--- src/rtl/riscv_pkg.sv ---
// RV32I shared encodings: opcodes, ALU operations, instruction categories,
// immediate formats and the decode-stage select / state enums.
// Optional RV32M decode is enabled in id_stage_pipe by defining ID_MULDIV_EN.
package riscv_pkg;

    localparam logic [6:0] OpcLui    = 7'b0110111;
    localparam logic [6:0] OpcAuipc  = 7'b0010111;
    localparam logic [6:0] OpcJal    = 7'b1101111;
    localparam logic [6:0] OpcJalr   = 7'b1100111;
    localparam logic [6:0] OpcBranch = 7'b1100011;
    localparam logic [6:0] OpcLoad   = 7'b0000011;
    localparam logic [6:0] OpcStore  = 7'b0100011;
    localparam logic [6:0] OpcOpImm  = 7'b0010011;
    localparam logic [6:0] OpcOp     = 7'b0110011;

    localparam logic [4:0] AluAdd    = 5'd0;
    localparam logic [4:0] AluSub    = 5'd1;
    localparam logic [4:0] AluSll    = 5'd2;
    localparam logic [4:0] AluSlt    = 5'd3;
    localparam logic [4:0] AluSltu   = 5'd4;
    localparam logic [4:0] AluXor    = 5'd5;
    localparam logic [4:0] AluSrl    = 5'd6;
    localparam logic [4:0] AluSra    = 5'd7;
    localparam logic [4:0] AluOr     = 5'd8;
    localparam logic [4:0] AluAnd    = 5'd9;
    // MUL..REMU occupy 10..17 in funct3 order
    localparam logic [4:0] AluMul    = 5'd10;
    localparam logic [4:0] AluBeq    = 5'd18;
    localparam logic [4:0] AluBne    = 5'd19;
    localparam logic [4:0] AluBlt    = 5'd20;
    localparam logic [4:0] AluBge    = 5'd21;
    localparam logic [4:0] AluBltu   = 5'd22;
    localparam logic [4:0] AluBgeu   = 5'd23;

    localparam logic [2:0] CatOp     = 3'd0;
    localparam logic [2:0] CatOpi    = 3'd1;
    localparam logic [2:0] CatLoad   = 3'd2;
    localparam logic [2:0] CatStore  = 3'd3;
    localparam logic [2:0] CatBranch = 3'd4;
    localparam logic [2:0] CatJal    = 3'd5;
    localparam logic [2:0] CatJalr   = 3'd6;
    localparam logic [2:0] CatUpper  = 3'd7;  // LUI and AUIPC

    typedef enum logic [2:0] {FmtNone, FmtI, FmtS, FmtB, FmtU, FmtJ, FmtShamt} imm_fmt_e;
    typedef enum logic [1:0] {Op1Rs1, Op1Pc, Op1Zero} op1_sel_e;
    typedef enum logic [1:0] {Op2Rs2, Op2Imm, Op2Four} op2_sel_e;
    typedef enum logic {StEmpty, StFull} id_state_e;

    function automatic logic [4:0] muldiv_op(input logic [2:0] funct3);
        return AluMul + {2'b00, funct3};
    endfunction

endpackage

--- src/rtl/id_imm_gen.sv ---
// Combinational immediate generator: produces all five sign-extended RV32I
// immediates (I, S, B, U, J) from the instruction word.
// Ports: inst_i (inst[31:7]), imm_i_o, imm_s_o, imm_b_o, imm_u_o, imm_j_o.
module id_imm_gen #(
    parameter int unsigned XLEN = 32
) (
    input  logic [31:7]     inst_i,
    output logic [XLEN-1:0] imm_i_o,
    output logic [XLEN-1:0] imm_s_o,
    output logic [XLEN-1:0] imm_b_o,
    output logic [XLEN-1:0] imm_u_o,
    output logic [XLEN-1:0] imm_j_o
);

    assign imm_i_o = {{(XLEN-12){inst_i[31]}}, inst_i[31:20]};
    assign imm_s_o = {{(XLEN-12){inst_i[31]}}, inst_i[31:25], inst_i[11:7]};
    assign imm_b_o = {{(XLEN-13){inst_i[31]}}, inst_i[31], inst_i[7], inst_i[30:25],
                      inst_i[11:8], 1'b0};
    assign imm_u_o = {{(XLEN-31){inst_i[31]}}, inst_i[30:12], 12'b0};
    assign imm_j_o = {{(XLEN-21){inst_i[31]}}, inst_i[31], inst_i[19:12], inst_i[20],
                      inst_i[30:21], 1'b0};

endmodule

--- src/rtl/id_stage_pipe.sv ---
// RV32I decode stage. Accepts PC/instruction from IF over valid/ready, reads
// the external register file, forwards from EX/MEM, stalls on load-use and
// drives a registered ID/EX bundle.
// Ports: clk/rst (sync, active-low); if_valid_i/if_ready_o, pc_i, inst_i;
// rf_raddr*_o / rf_rdata*_i; ex_fwd_* and mem_fwd_* forwarding; flush_i;
// ex_ready_i / ex_valid_o and the ex_* bundle.
// Build option: ID_MULDIV_EN decodes the RV32M group, otherwise it is illegal.
module id_stage_pipe
    import riscv_pkg::*;
#(
    parameter int unsigned XLEN    = 32,
    parameter int unsigned REG_AW  = 5,
    parameter int unsigned ALUOP_W = 5,
    parameter int unsigned CAT_W   = 3
) (
    input  logic               clk,
    input  logic               rst,
    input  logic               if_valid_i,
    output logic               if_ready_o,
    input  logic [XLEN-1:0]    pc_i,
    input  logic [31:0]        inst_i,
    output logic [REG_AW-1:0]  rf_raddr1_o,
    input  logic [XLEN-1:0]    rf_rdata1_i,
    output logic [REG_AW-1:0]  rf_raddr2_o,
    input  logic [XLEN-1:0]    rf_rdata2_i,
    input  logic               ex_fwd_wen_i,
    input  logic [REG_AW-1:0]  ex_fwd_rd_i,
    input  logic [XLEN-1:0]    ex_fwd_dat_i,
    input  logic               ex_fwd_ld_i,
    input  logic               mem_fwd_wen_i,
    input  logic [REG_AW-1:0]  mem_fwd_rd_i,
    input  logic [XLEN-1:0]    mem_fwd_dat_i,
    input  logic               flush_i,
    input  logic               ex_ready_i,
    output logic               ex_valid_o,
    output logic [XLEN-1:0]    ex_pc_o,
    output logic [XLEN-1:0]    ex_imm_o,
    output logic [XLEN-1:0]    ex_op1_o,
    output logic [XLEN-1:0]    ex_op2_o,
    output logic [XLEN-1:0]    ex_rs1_o,
    output logic [XLEN-1:0]    ex_rs2_o,
    output logic [ALUOP_W-1:0] ex_aluop_o,
    output logic [CAT_W-1:0]   ex_cat_o,
    output logic [REG_AW-1:0]  ex_rd_o,
    output logic               ex_wen_o,
    output logic               ex_illegal_o
);

    logic [6:0]        opcode;
    logic [2:0]        funct3;
    logic [6:0]        funct7;
    logic [REG_AW-1:0] rs1, rs2, rd;

    assign opcode = inst_i[6:0];
    assign rd     = inst_i[11:7];
    assign funct3 = inst_i[14:12];
    assign rs1    = inst_i[19:15];
    assign rs2    = inst_i[24:20];
    assign funct7 = inst_i[31:25];

    assign rf_raddr1_o = rs1;
    assign rf_raddr2_o = rs2;

    logic [XLEN-1:0] imm_i, imm_s, imm_b, imm_u, imm_j;

    id_imm_gen #(.XLEN(XLEN)) u_imm_gen (
        .inst_i  (inst_i[31:7]),
        .imm_i_o (imm_i),
        .imm_s_o (imm_s),
        .imm_b_o (imm_b),
        .imm_u_o (imm_u),
        .imm_j_o (imm_j)
    );

    // Decode
    logic [ALUOP_W-1:0] aluop;
    logic [CAT_W-1:0]   cat;
    logic               illegal, writes_rd, use1, use2;
    imm_fmt_e           fmt;
    op1_sel_e           op1_sel;
    op2_sel_e           op2_sel;

    always_comb begin
        aluop     = AluAdd;
        cat       = CatOp;
        illegal   = 1'b0;
        writes_rd = 1'b0;
        use1      = 1'b0;
        use2      = 1'b0;
        fmt       = FmtNone;
        op1_sel   = Op1Rs1;
        op2_sel   = Op2Rs2;
        case (opcode)
            OpcLui: begin
                cat = CatUpper; fmt = FmtU; writes_rd = 1'b1;
                op1_sel = Op1Zero; op2_sel = Op2Imm;
            end
            OpcAuipc: begin
                cat = CatUpper; fmt = FmtU; writes_rd = 1'b1;
                op1_sel = Op1Pc; op2_sel = Op2Imm;
            end
            OpcJal: begin
                cat = CatJal; fmt = FmtJ; writes_rd = 1'b1;
                op1_sel = Op1Pc; op2_sel = Op2Four;
            end
            OpcJalr: begin
                cat = CatJalr; fmt = FmtI; writes_rd = 1'b1; use1 = 1'b1;
                op1_sel = Op1Pc; op2_sel = Op2Four;
                illegal = (funct3 != 3'b000);
            end
            OpcBranch: begin
                cat = CatBranch; fmt = FmtB; use1 = 1'b1; use2 = 1'b1;
                case (funct3)
                    3'b000:  aluop = AluBeq;
                    3'b001:  aluop = AluBne;
                    3'b100:  aluop = AluBlt;
                    3'b101:  aluop = AluBge;
                    3'b110:  aluop = AluBltu;
                    3'b111:  aluop = AluBgeu;
                    default: illegal = 1'b1;
                endcase
            end
            OpcLoad: begin
                cat = CatLoad; fmt = FmtI; writes_rd = 1'b1; use1 = 1'b1; op2_sel = Op2Imm;
                illegal = (funct3 == 3'b011) || (funct3[2:1] == 2'b11);
            end
            OpcStore: begin
                cat = CatStore; fmt = FmtS; use1 = 1'b1; use2 = 1'b1; op2_sel = Op2Imm;
                illegal = (funct3[2] || funct3 == 3'b011);
            end
            OpcOpImm: begin
                cat = CatOpi; fmt = FmtI; writes_rd = 1'b1; use1 = 1'b1; op2_sel = Op2Imm;
                case (funct3)
                    3'b000: aluop = AluAdd;
                    3'b010: aluop = AluSlt;
                    3'b011: aluop = AluSltu;
                    3'b100: aluop = AluXor;
                    3'b110: aluop = AluOr;
                    3'b111: aluop = AluAnd;
                    3'b001: begin
                        fmt = FmtShamt; aluop = AluSll;
                        illegal = (funct7 != 7'b0000000);
                    end
                    default: begin
                        fmt = FmtShamt;
                        aluop = inst_i[30] ? AluSra : AluSrl;
                        illegal = ({funct7[6], funct7[4:0]} != 6'b0);
                    end
                endcase
            end
            OpcOp: begin
                cat = CatOp; writes_rd = 1'b1; use1 = 1'b1; use2 = 1'b1;
                case (funct7)
                    7'b0000000: begin
                        case (funct3)
                            3'b000:  aluop = AluAdd;
                            3'b001:  aluop = AluSll;
                            3'b010:  aluop = AluSlt;
                            3'b011:  aluop = AluSltu;
                            3'b100:  aluop = AluXor;
                            3'b101:  aluop = AluSrl;
                            3'b110:  aluop = AluOr;
                            default: aluop = AluAnd;
                        endcase
                    end
                    7'b0100000: begin
                        if (funct3 == 3'b000)      aluop = AluSub;
                        else if (funct3 == 3'b101) aluop = AluSra;
                        else                       illegal = 1'b1;
                    end
`ifdef ID_MULDIV_EN
                    7'b0000001: aluop = muldiv_op(funct3);
`endif
                    default: illegal = 1'b1;
                endcase
            end
            default: illegal = 1'b1;
        endcase
        if (inst_i[1:0] != 2'b11) illegal = 1'b1;
        if (illegal) begin
            aluop     = AluAdd;
            writes_rd = 1'b0;
            use1      = 1'b0;
            use2      = 1'b0;
        end
    end

    logic [XLEN-1:0] imm;
    always_comb begin
        case (fmt)
            FmtI:     imm = imm_i;
            FmtS:     imm = imm_s;
            FmtB:     imm = imm_b;
            FmtU:     imm = imm_u;
            FmtJ:     imm = imm_j;
            FmtShamt: imm = XLEN'(inst_i[24:20]);
            default:  imm = '0;
        endcase
    end

    // Operand resolution: x0, then EX (loads have no data yet), then MEM, then RF
    logic [XLEN-1:0] rs1_val, rs2_val;
    always_comb begin
        if (rs1 == '0)                                            rs1_val = '0;
        else if (ex_fwd_wen_i && !ex_fwd_ld_i && ex_fwd_rd_i == rs1) rs1_val = ex_fwd_dat_i;
        else if (mem_fwd_wen_i && mem_fwd_rd_i == rs1)            rs1_val = mem_fwd_dat_i;
        else                                                      rs1_val = rf_rdata1_i;
        if (rs2 == '0)                                            rs2_val = '0;
        else if (ex_fwd_wen_i && !ex_fwd_ld_i && ex_fwd_rd_i == rs2) rs2_val = ex_fwd_dat_i;
        else if (mem_fwd_wen_i && mem_fwd_rd_i == rs2)            rs2_val = mem_fwd_dat_i;
        else                                                      rs2_val = rf_rdata2_i;
    end

    logic load_use;
    assign load_use = ex_fwd_ld_i && ex_fwd_wen_i && (ex_fwd_rd_i != '0) &&
                      ((use1 && ex_fwd_rd_i == rs1) || (use2 && ex_fwd_rd_i == rs2));

    logic [XLEN-1:0] op1, op2;
    always_comb begin
        case (op1_sel)
            Op1Pc:   op1 = pc_i;
            Op1Zero: op1 = '0;
            default: op1 = rs1_val;
        endcase
        case (op2_sel)
            Op2Imm:  op2 = imm;
            Op2Four: op2 = XLEN'(4);
            default: op2 = rs2_val;
        endcase
    end

    // Output register FSM
    id_state_e state_q, state_d;
    logic      accept;

    assign if_ready_o = (state_q == StEmpty || ex_ready_i) && !load_use && !flush_i;
    assign accept     = if_valid_i && if_ready_o;
    assign ex_valid_o = (state_q == StFull);

    always_comb begin
        state_d = state_q;
        if (flush_i)                               state_d = StEmpty;
        else if (accept)                           state_d = StFull;
        else if (state_q == StFull && ex_ready_i)  state_d = StEmpty;
    end

    always_ff @(posedge clk) begin
        if (!rst) begin
            state_q      <= StEmpty;
            ex_pc_o      <= '0;
            ex_imm_o     <= '0;
            ex_op1_o     <= '0;
            ex_op2_o     <= '0;
            ex_rs1_o     <= '0;
            ex_rs2_o     <= '0;
            ex_aluop_o   <= '0;
            ex_cat_o     <= '0;
            ex_rd_o      <= '0;
            ex_wen_o     <= 1'b0;
            ex_illegal_o <= 1'b0;
        end else begin
            state_q <= state_d;
            if (accept) begin
                ex_pc_o      <= pc_i;
                ex_imm_o     <= imm;
                ex_op1_o     <= op1;
                ex_op2_o     <= op2;
                ex_rs1_o     <= rs1_val;
                ex_rs2_o     <= rs2_val;
                ex_aluop_o   <= aluop;
                ex_cat_o     <= cat;
                ex_rd_o      <= rd;
                ex_wen_o     <= writes_rd && (rd != '0);
                ex_illegal_o <= illegal;
            end
        end
    end

endmodule

--- config.mk ---
export PLATFORM = sky130hd
export DESIGN_NAME = id_stage_pipe
export DESIGN_NICKNAME = d
export VERILOG_FILES = /design/src/rtl/riscv_pkg.sv /design/src/rtl/id_imm_gen.sv /design/src/rtl/id_stage_pipe.sv
export SDC_FILE = /design/constraint.sdc
export NUM_CORES = 1
export LEC_CHECK = 0
export ABC_AREA = 1
export CORE_ASPECT_RATIO = 1.25
export CORE_MARGIN = 3
export CORE_UTILIZATION = 24
export DETAILED_ROUTE_END_ITERATION = 8
export PLACE_DENSITY = 0.45
export RECOVER_POWER = 100
export SYNTH_ARGS = -nofsm -noshare
export SYNTH_HDL_FRONTEND = slang
export SYNTH_HIERARCHICAL = 1
export SYNTH_SLANG_ARGS = --single-unit
export TNS_END_PERCENT = 30
--- constraint.sdc ---
create_clock -name clk -period 6.23 [get_ports clk]
set_input_delay 1.5575 -clock clk [delete_from_list [all_inputs] [get_ports clk]]
set_output_delay 1.5575 -clock clk [all_outputs]
set_load 0.1 [all_outputs]
# After elaboration in Yosys (flattened, before gate mapping)
# Index checks and enable logic that the tools add are counted.
# word_totals
wordCells	129
register_bits	208
input_bits	210
output_inout_bits	219
# classes
n_mux	38
n_eq_ne	33
n_bitwise	2
reduce_logical	44
# ops
operator	n
32-bit 2-to-1 mux	6
32-bit case mux with 6 select lines	1
32-bit case mux with 2 select lines	2
4-bit case mux with 7 select lines	2
5-bit case mux with 6 select lines	1
7-bit by 6-bit == test with 1-bit output, second input constant	4
3-bit == test, second input constant	7
7-bit == test, second input constant	3
3-bit case mux with 7 select lines	1
5-bit == test	4
3-bit case mux with 6 select lines	1
6-bit OR reduction	3
1-bit logical AND	15
5-bit case mux with 3 select lines	1
7-bit by 5-bit == test with 1-bit output, second input constant	2
1-bit 2-to-1 mux	13
3-bit by 2-bit == test with 1-bit output, second input constant	4
5-bit logical NOT	2
5-bit nonzero test	2
3-bit 2-to-1 mux	3
3-bit OR reduction	3
2-bit case mux with 2 select lines	2
4-bit case mux with 2 select lines	1
2-bit OR reduction	4
other kinds (19)	30

# Logic depth before layout (Yosys ltp)
# Gate-level depths: netlist of the first run.
# depth
ltp_word	15
mapped_depth	17
mapped_depth_nobuf	15

# By module
# Netlist of the first run, hierarchy kept.
# by_module_without_submodules
module	cells_each	area_per_inst_um2	instances	seq_area_each_um2
id_stage_pipe	1967	12147.9	1	4164.0
id_imm_gen	161	1204.9	1	0.0

# Worst setup path before layout of the first run
# OpenSTA, ideal clock, no wires.
# synth_timing
path_kind	input to output
from	input inst_i[1]
to	output if_ready_o
arrival_ns	3.018
setup_slack_ns	1.655
cell_stages	10
n_path_buf	0
cell_sequence	nand2_1 inv_2 nand2_2 nor2_2 nand3_1 nand3_2 nor2_4 nand2_2 nand2_1 inv_1
# synth_between
elab_chain_len	11
# synth_rtl
element	line	source
from (decl)	id_stage_pipe.sv:21	input logic [31:0] inst_i,
7-bit == test, or another cell as far along	id_stage_pipe.sv:93	case (opcode)
3-bit OR reduction (no line)	n/a	
1-bit case mux with 7 select lines	id_stage_pipe.sv:93	
1-bit 2-to-1 mux	id_stage_pipe.sv:179	if (inst_i[1:0] != 2'b11) illegal = 1'b1;
1-bit 2-to-1 mux	id_stage_pipe.sv:180	if (illegal) begin
1-bit logical AND	id_stage_pipe.sv:216	((use1 && ex_fwd_rd_i == rs1) || (use2 && ex_fwd_rd_i == rs2));
1-bit logical OR *	id_stage_pipe.sv:216	
1-bit logical AND *	id_stage_pipe.sv:215	assign load_use = ex_fwd_ld_i && ex_fwd_wen_i && (ex_fwd_rd_i != '0) &&
1-bit logical NOT *	id_stage_pipe.sv:236	assign if_ready_o = (state_q == StEmpty || ex_ready_i) && !load_use && !flush_i;
1-bit logical AND * (2 in a row)	id_stage_pipe.sv:236	
to (decl)	id_stage_pipe.sv:19	output logic if_ready_o,
# Every way passes the cells marked *; elsewhere a longest branch is shown, timed or not.

# Worst setup path after layout of the first run
# Ends and elaborated chain as after synthesis.

==> results.md, run 1 <==
* Status: finished, violations left
* Failing checks: capacitance limit
* DRC viols at 0
* #FFs+latches synth at 208
* Placeable Area at ~0.055 mm2
* Worst reg2reg path depth at 5
* CTS Root Cell: clkbuf_16
* Synth top area share at 0.312
* Fin util at 0.324
* Starting Density at 0.243
* Die extent in x at 217 um
* Max Freq at 182 MHz
* Final period util at 0.884
* Crit Path Category: input port to primary output
* IO Port Bufs at 428
* Initial antenna violation count at 12
* Post-Syn Instances at about 2100
* Gr ovfl total at 0
* Dpl cells at 3036
* Crit path to: if_ready_o
* Via count at 14300
* Setup TNS at 0 ps
* Initial DRT Pass Iterations at 5
* Post-synth cell types at 42
* Worst Path Required at 4670 ps
* DRT antenna net count at 0
* Post-DP HPWL at 50.4 mm
* Reg-to-Reg End: ex_rs1_o[0]
* CP endpoint kind: primary output
* Post-CTS Setup Bufs at 0
* Setup crit start kind: input port
* RSZ-0062 raised after global routing: false
* Reg area at 0.00416 mm2
* Clock latency on the worst-skew pair at 570 ps
* Clock Skews at 21.1 ps
* Final Hold Fails at 0
* Post-synthesis compound-gate area fraction at 0.194
* Worst setup path startpoint: inst_i[1]
* Post-placement cell area at 0.0169 mm2
* Tot Pwr at 4.40 mW
* DRT iter0 DRCs at between 800 and 900
* Final Non-Filler Cells at 3095
* Die area at 0.0585 mm2
* CTS tree: done
* All-Layer GR Usage at 0.218
* Post-synthesis simple-gate area fraction at 0.283
* Critical Path AT at just under 4000 ps
* Fill count at 6226
* Sequential area share after synthesis at 0.312
* Top_reg_cell synth: dfxtp_1
* Post-Synth Adder-Cell Area at 0.00281
* Slew @ Worst Pin at 1490 ps
* # rows at 96
* Share of layout cells above drive strength 1 at 0.0468
* Total Wirelength at 66.2 mm
* Clock Tree Buf Depth at 3
* Slew HR at 0.00590
* Avg Synthesized Cell Area at ~6.3 um2
* Crit path max fanout at 7
* Maximum vdd drop at approximately 0.2 mV
* GPL Wtd Cong at about 0.89
* Slew Viols, Final at 0
* Worst-path clk slew at roughly 60 ps
* Final Cell Area at 0.0178 mm2
* Post_cts resized at 0
* I/O pin total at 429
* EDFF count, synth at 0
* Final number of setup-violating endpoints at 0
* LEAKAGE at between 7 and 8 nW
* Post-DR vias/cell at 4.61
* Post-Syn Area at 0.0134 mm2
* Die H at 270 um
* Worst reg-to-reg setup slack at roughly 3300 ps
* Post-synthesis async set-or-reset flop share at 0
* Hold WC Path Type: flop to flop
* H-tree Lvls at 1
* Hold-fix buffers, CTS at 0
* Vias in the first global route at 14200
* First-pass GRT wire length at 96.6 mm
* WL/cell at 21.4 um
* Largest area contributor in the netlist: dfxtp_1
* RR Startpoint: ex_valid_o
* Pwr dens at 247 mW/mm2
* Max cap viols at 1
* Cts bufs inserted at 28
* Min Clock Period, post-route at 5510 ps
* Main area contributors after synthesis: dfxtp_1 31%, nand2_1 18%, buf_4 10%, o21ai_0 7.0%, a21oi_1 6.7%
* Synth warnings at 6
* Largest net degree at the start of global routing at 150
* Multi-input logic area at 0.00653 mm2
* Layout area overhead at 33.4%
* Mux contribution to synthesized area at 0
* Clock sink count at 208
* Final nets at 2544
* Synth Area in XOR/XNOR at 0.00590
* Largest family of logic cells by synthesized area: simple AND/OR/NAND/NOR gates
[cell usage in the layout, fill, tap and decap left out, types with 4 or more instances in the layout]
master / synthesis / routed
dlygate4sd3_1: 0 / 208
inv_1: 186 / 185
clkdlybuf4s50_1: 0 / 204
nand3_1: 72 / 71
nor2_2: 3 / 4
a221oi_1: 19 / 19
nand2_1: 631 / 631
nor2_1: 195 / 195
clkbuf_1: 68 / 17
inv_2: 6 / 6
clkbuf_16: 0 / 29
a21oi_2: 8 / 4
conb_1: 1 / 14
dfxtp_1: 208 / 208
xnor2_1: 9 / 9
o21ai_0: 188 / 200
a21oi_1: 179 / 183
clkbuf_8: 0 / 8
a22o_1: 10 / 10
nand4_1: 22 / 22
o21ai_1: 35 / 23
o211ai_1: 27 / 27
diode_2: 0 / 8
buf_4: 184 / 31
[critical path, cell delays in order]
cell           delay (ps)
dlygate4sd3_1         520
nand2_1               100
nor2_1                390
nand3_1               350
nor2_1                210
nand2_1                70
nand3_1               140
nor2_4                 70
nand2_1               170
nand2_1                70
inv_1                 110
buf_12                180
[flip-flops by register name (all words and copies together) (netlist names), 3 cells and up]
signal / flops
ex_cat_o: 3
ex_rs2_o: 32
ex_rd_o: 5
ex_imm_o: 32
ex_op1_o: 32
ex_pc_o: 32
ex_rs1_o: 32
ex_op2_o: 32
ex_aluop_o: 5
[synthesized netlist by cell type (3+ instances only)]
| master | instances |
|---|---|
| a21oi_1 | 179 |
| a21oi_2 | 8 |
| a221oi_1 | 19 |
| a22o_1 | 10 |
| buf_1 | 9 |
| buf_2 | 23 |
| buf_4 | 184 |
| buf_6 | 9 |
| buf_8 | 4 |
| clkbuf_1 | 68 |
| dfxtp_1 | 208 |
| ha_1 | 3 |
| inv_1 | 186 |
| inv_2 | 6 |
| nand2_1 | 631 |
| nand2_2 | 3 |
| nand3_1 | 72 |
| nand3_2 | 3 |
| nand4_1 | 22 |
| nor2_1 | 195 |
| nor2_2 | 3 |
| nor2_4 | 4 |
| nor3_1 | 3 |
| o211ai_1 | 27 |
| o21ai_0 | 188 |
| o21ai_1 | 35 |
| o22ai_1 | 3 |
| xnor2_1 | 9 |
[area by class of cell]
| type | count | area share |
|---|---|---|
| Clock inverter | 8 | 0.00688 |
| Clock buffer | 43 | 0.0482 |
| Tap cell | 735 | 0.0516 |
| Sequential cell | 208 | 0.234 |
| Multi-Input combinational cell | 1440 | 0.366 |
| Antenna cell | 8 | 0.00112 |
| Inverter | 194 | 0.0413 |
| Timing Repair Buffer | 459 | 0.251 |
[worst min-delay path by stage]
stage	slack [ps]	start	endpoint	depth (start not counted)
3_3_place_gp	450	ex_op2_o[5]	ex_op2_o[5]	2
5_1_grt	480	ex_op2_o[5]	ex_op2_o[5]	2
4_1_cts	460	ex_op2_o[5]	ex_op2_o[5]	2
6_report	460	ex_rd_o[0]	ex_rd_o[0]	2
3_5_place_dp	450	ex_op2_o[5]	ex_op2_o[5]	2
2_1_floorplan	900	ex_aluop_o[4]	ex_aluop_o[4]	2
[metrics by stage]
step,hold WS [ps],setup WS (ps)
floorplan,904,1650
global placement,452,994
detailed placement,455,1050
CTS,464,1040
global route,480,486
finish,460,724
[logic make-up (layout without fill, tap and decap cells)]
logic type	after synthesis	count (layout)
other	1	22
DFF	208	208
xor gates and xnor gates	9	9
AOI/OAI and AO/OA	473	473
buffers and inverters	493	704
adders and majority gates	3	3
and+or+nand+nor	941	941
[power breakdown]
part	internal [mW]	switching, mW
Combinational	0.313	0.907
Clock	1.07	0.671
Sequential	1.40	0.0416
[per-layer routing]
metal  up-vias  wire length, um  global-route usage
met1      6676            26600               0.252
met4         8             1700              0.0580
met2       464            33200               0.395
met3        77             4740              0.0568
li1       7042                -                   -
met5         -               52                   0
No activity file was read; power rests on OpenSTA's default activity.
==> run 2: changes to the inputs <==
- ABC_AREA: 1 -> not set
- CORE_ASPECT_RATIO: 1.25 -> not set
- PLACE_DENSITY: 0.45 -> 0.44
==> run 2 against run 1 <==
The flow finishes with violations (capacitance limit, slew limit). Synthesized cell count fell by 12%. Cell count decreased by 7.8%. Critical path depth down 5. Register-to-register slack better by 50 ps. Worst setup slack worse by 170 ps. Clock skew decreased by 7.1 ps. Die area grew 8.5%. Cell area up 6.9%. Sequential power is essentially flat. First-iteration DRC count is 43% higher. Critical endpoint unchanged. Largest power group unchanged.
==> results.md, run 2 <==
* Initial antenna violation count at 16
* Post-DP HPWL at 56.2 mm
* Synth Area in XOR/XNOR at 0.0121
* DRC viols at 0
* CP endpoint kind: primary output
* IO Port Bufs at 428
* Worst reg2reg path depth at 6
* Post_cts resized at 0
* Final Hold Fails at 0
* Tot Pwr at 4.35 mW
* Critical Path AT at 4120 ps
* Cts bufs inserted at 29
* Avg Synthesized Cell Area at about 7.8 um2
* Setup ws final at 557 ps
* Post-synthesis simple-gate area fraction at 0.207
* Multi-input logic area at ~0.0083 mm2
* Total Wirelength at 74.2 mm
* Max Freq at 176 MHz
* Most common cell after layout, fill and taps aside: nand2_1
* Layout area overhead at 31.2%
* Top_reg_cell synth: dfxtp_1
* GPL Wtd Cong at 0.881
* Most frequent cells after synthesis: 383 x nand2_1, 208 x dfxtp_1, 207 x mux2i_1
* Main area contributors after synthesis: dfxtp_1 29%, mux2i_1 14%, nand2_1 9.9%, buf_4 9.2%, o21ai_0 4.6%
* Slew @ Worst Pin at between 1500 and 2000 ps
* Largest net degree at the start of global routing at 193
* Final nets at 2261
* Placeable Area at 0.0595 mm2
* Post-Synth Adder-Cell Area at 0.00259
* Maximum vdd drop at 0.213 mV
* Initial DRT Pass Iterations at 7
* Largest area contributor in the netlist: dfxtp_1
* Max cap viols at 1
* Vias in the first global route at 14200
* Worst-path clk slew at 60 ps
* Synth warnings at 6
* # rows at roughly 90
* Fin util at 0.320
* Clock latency on the worst-skew pair at 590 ps
* RSZ-0062 raised after global routing: false
* WL/cell at 26.0 um
* Crit path max fanout at 11
* Clock sink count at 208
* I/O pin total at 429
* EDFF count, synth at 0
* Post-DR vias/cell at 5.19
* Share of layout cells above drive strength 1 at 0.0585
* Reg area at 0.00416 mm2
* Final Cell Area at 0.0190 mm2
* H-tree Lvls at 1
* Sequential area share after synthesis at 0.287
* Die extent in x at 252 um
* Die area at between 0.06 and 0.07 mm2
* Hold Startpoint: ex_rs1_o[27]
* Synth top area share at 0.287
* Min Clock Period, post-route at 5670 ps
* Pwr dens at ~230 mW/mm2
* Die H at 252 um
* Via count at between 10000 and 15000
* Post-synthesis compound-gate area fraction at 0.197
* Setup crit start kind: input port
* Hold-fix buffers, CTS at 0
* Setup TNS at 0 ps
* Final period util at 0.911
* DRT iter0 DRCs at 1245
* Worst setup path startpoint: inst_i[3]
* Most common cell in the netlist: nand2_1
* Mux contribution to synthesized area at 0.147
* Worst Path Required at 4670 ps
* Post-Syn Area at 0.0145 mm2
* Fill count at 6364
* CTS Root Cell: clkbuf_16
* Slew Viols, Final at 99
* Clock Skews at 14.1 ps
* Failing checks: capacitance limit, slew limit
* CTS tree: done
* WHS Path Cells at 2
* All-Layer GR Usage at 0.221
* Commonest cells after routing, fill and taps aside: 383 x nand2_1, 210 x dlygate4sd3_1, 208 x dfxtp_1
* RR Startpoint: ex_valid_o
* Post-synthesis async set-or-reset flop share at 0
* Status: finished, violations left
* Post-Syn Instances at 1865
* Hold WC Path Type: flop to flop
* #FFs+latches synth at 208
* Gr ovfl total at 0
* LEAKAGE at around 7.9 nW
* Slew HR at -0.309
* First-pass GRT wire length at around 100 mm
* Crit Path Category: input port to primary output
* Final number of setup-violating endpoints at 0
* Largest family of logic cells by synthesized area: simple AND/OR/NAND/NOR gates
* Post-synth cell types at 59
* DRT antenna net count at 0
* Starting Density at 0.244
* Clock Tree Buf Depth at 3
* Post-CTS Setup Bufs at 0
* Place WS at 630 ps
* Post-placement cell area at ~0.018 mm2
run 2: changes by cell type in the layout (fill, tap and decap cells not counted), sizes merged, moves of 48 or more:
| cell | delta |
|---|---|
| a31oi | +60 |
| nor3 | +51 |
| mux2i | +207 |
| nand2 | -251 |
| a311oi | +48 |
| or3 | +51 |
| inv | -185 |
| o21ai | -90 |
| nor2 | -188 |
| a21oi | -166 |
| a22oi | +59 |
run 2: worst paths after layout:
kind                        to  slack, ps
setup / recovery    if_ready_o        560
hold / removal    ex_rs1_o[27]        450
setup reg to reg    ex_pc_o[0]       3390
hold reg to reg   ex_rs1_o[27]        450
run 2: metal layers:
metal | up-vias | track usage | share of wire
met3 | 126 | 0.0568 | 0.081
met5 | - | 0 | 0.0011
li1 | 6927 | - | -
met1 | 7107 | 0.287 | 0.42
met2 | 636 | 0.347 | 0.45
met4 | 12 | 0.0916 | 0.044
run 2: report_power, final:
group | internal, mW | total, mW | leakage (nW) | switching [mW]
Clock | 0.977 | 1.68 | 0.461 | 0.700
Combinational | 0.349 | 1.25 | 5.74 | 0.902
Sequential | 1.39 | 1.42 | 1.70 | 0.0326
run 2: kinds of logic after synthesis:
group / after synthesis
AOI/OAI and AO/OA: 417
xor gates and xnor gates: 20
adders and majority gates: 3
buffers and inverters: 345
DFF: 208
muxes: 212
other: 1
and+or+nand+nor: 659
run 2: layout make-up:
class                   count  share of cell area
repair buffers            478               0.242
inverters                   6             0.00118
flip-flops and latches    208               0.219
diodes                     12             0.00158
multi-input cells        1325               0.437
clock buffers              39              0.0416
clock inverters            14             0.00755
well taps                 773              0.0508
run 2: critical path, stage by stage:
cell and delay [ps]:
clkdlybuf4s50_1 630, nand4bb_1 550, or4_1 630, a21oi_1 140, or3_1 210, o21a_1 200
buf_12 190
run 2: per-stage QoR:
stage	hold slack, ps	cells
floorplan	889	1878
global placement	445	2790
detailed placement	451	2790
CTS	459	2843
global route	479	2852
finish	454	2855
==> run 3: changes to the inputs <==
- PLACE_DENSITY: 0.44 -> 0.46
- clock period: 6.23 -> 4.9 ns (I/O delays scaled with it)
==> run 3 against run 2 <==
The flow now finishes without violations. Global-route usage grew 0.43 points. Critical path depth is the same. Clock power grew 33%. Count of clock-buffer cells in the layout is the same. Wire length grew 1.5%. Sequential cell count is the same. Register-to-register slack lost 860 ps. Hold slack is essentially flat. Critical path type unchanged. Largest cell class unchanged. Highest routed layer unchanged.
==> results.md, run 3 (synthesis results as in run 2) <==
* Critical Path AT at ~3600 ps
* Clock Skews at 44.4 ps
* Placeable Area at around 0.059 mm2
* Setup crit start kind: input port
* Fin util at 0.324
* Post-DR vias/cell at 5.24
* Starting Density at 0.244
* Slew HR at 0.0728
* Min-Delay Endpoint: ex_pc_o[18]
* Crit Path Category: input port to primary output
* LEAKAGE at 8.04 nW
* Initial DRT Pass Iterations at 5
* GPL Wtd Cong at around 0.84
* DRC viols at 0
* Pwr dens at 294 mW/mm2
* Maximum vdd drop at 0.240 mV
* Die H at ~250 um
* Multi-input logic area at 0.00831 mm2
* Clock latency on the worst-skew pair at 610 ps
* Gr ovfl total at 0
* Cts bufs inserted at 29
* Post-CTS Setup Bufs at 0
* Hold WC Path Type: flop to flop
* First-pass GRT wire length at 105 mm
* All-Layer GR Usage at 0.225
* Share of layout cells above drive strength 1 at 0.0684
* Die extent in x at between 200 and 300 um
* H-tree Lvls at 1
* I/O pin total at between 400 and 500
* Worst Path Required at 3670 ps
* Crit path max fanout at 3
* Die area at 0.0635 mm2
* RR Startpoint: ex_valid_o
* Clock sink count at 208
* Final nets at 2282
* Slew Viols, Final at 0
* Max cap viols at 0
* Reg-to-Reg End: ex_pc_o[14]
* CTS Root Cell: clkbuf_16
* Largest net degree at the start of global routing at 151
* CP endpoint kind: primary output
* Min Clock Period, post-route at between 4000 and 5000 ps
* WHS Path Cells at 2
* WL/cell at 26.2 um
* Final number of setup-violating endpoints at 0
* Worst reg-to-reg setup slack at 2530 ps
* Final Hold Fails at 0
* IO Port Bufs at approximately 430
* Post_cts resized at 0
* DRT antenna net count at 0
* Commonest cells after routing, fill and taps aside: 383 x nand2_1, 208 x dfxtp_1, 208 x dlygate4sd3_1
* Post-DP HPWL at between 50 and 60 mm
* CTS tree: done
* Final period util at 0.979
* Worst reg2reg path depth at 7
* DRT iter0 DRCs at about 1300
* Max Freq at 209 MHz
* Final Cell Area at 0.0193 mm2
* Setup TNS at 0 ps
* Reg area at roughly 0.0042 mm2
* Place WS at 128 ps
* Fill count at 6353
* Worst-path clk slew at 60 ps
* Minimum hold slack at 454 ps
* Initial antenna violation count at 10
* Hold-fix buffers, CTS at 0
* Post-placement cell area at 0.0184 mm2
* Hold Startpoint: ex_pc_o[18]
* Final Non-Filler Cells at 2872
* Tot Pwr at 5.66 mW
* Slew @ Worst Pin at 1400 ps
* Total Wirelength at 75.4 mm
* Clock Tree Buf Depth at 3
* Via count at around 15000
* # rows at 89
* Vias in the first global route at 14200
* Dpl cells at around 2800
* Most common cell after layout, fill and taps aside: nand2_1
* RSZ-0062 raised after global routing: false
* Setup ws final at slightly above 100 ps
* Status: finished clean
* Layout area overhead at 32.9%
run 3: critical path, cell delays in order:
cell and delay, ps:
clkdlybuf4s50_1 430, or4_1 650, nor2_1 310, o2111ai_1 170
or3_1 390, o21a_1 210, buf_6 180
run 3: how the worst max path moves through the flow:
stage	startpoint	to	slack [ps]	cells past startpoint
final	inst_i[26]	if_ready_o	100	7
after global placement	inst_i[26]	if_ready_o	120	7
after global routing	inst_i[26]	ex_pc_o[14]	50	10
after floorplan	inst_i[2]	if_ready_o	370	9
after detailed placement	inst_i[26]	if_ready_o	130	7
after CTS	inst_i[26]	if_ready_o	120	7
run 3: final cells by class:
type                       count  area share
timing repair buffer         499       0.249
antenna                        7    0.000908
sequential                   208       0.216
tap                          773      0.0501
clock buffer                  39      0.0427
multi-input combinational   1325       0.431
clock inverter                15     0.00895
inverter                       6     0.00117
run 3: routing by layer:
| layer | GRT usage | wire [um] | up-vias |
|---|---|---|---|
| li1 | - | - | 6968 |
| met1 | 0.306 | 32800 | 7300 |
| met2 | 0.360 | 34200 | 678 |
| met3 | 0.0476 | 6150 | 91 |
| met4 | 0.0636 | 2160 | 4 |
| met5 | 0 | 26 | - |
run 3: report_power, final:
group	internal [mW]	switching [mW]	leakage [nW]	total, mW
registers	1.77	0.0433	1.70	1.81
clock network	1.34	0.901	0.489	2.24
logic	0.453	1.16	5.85	1.61
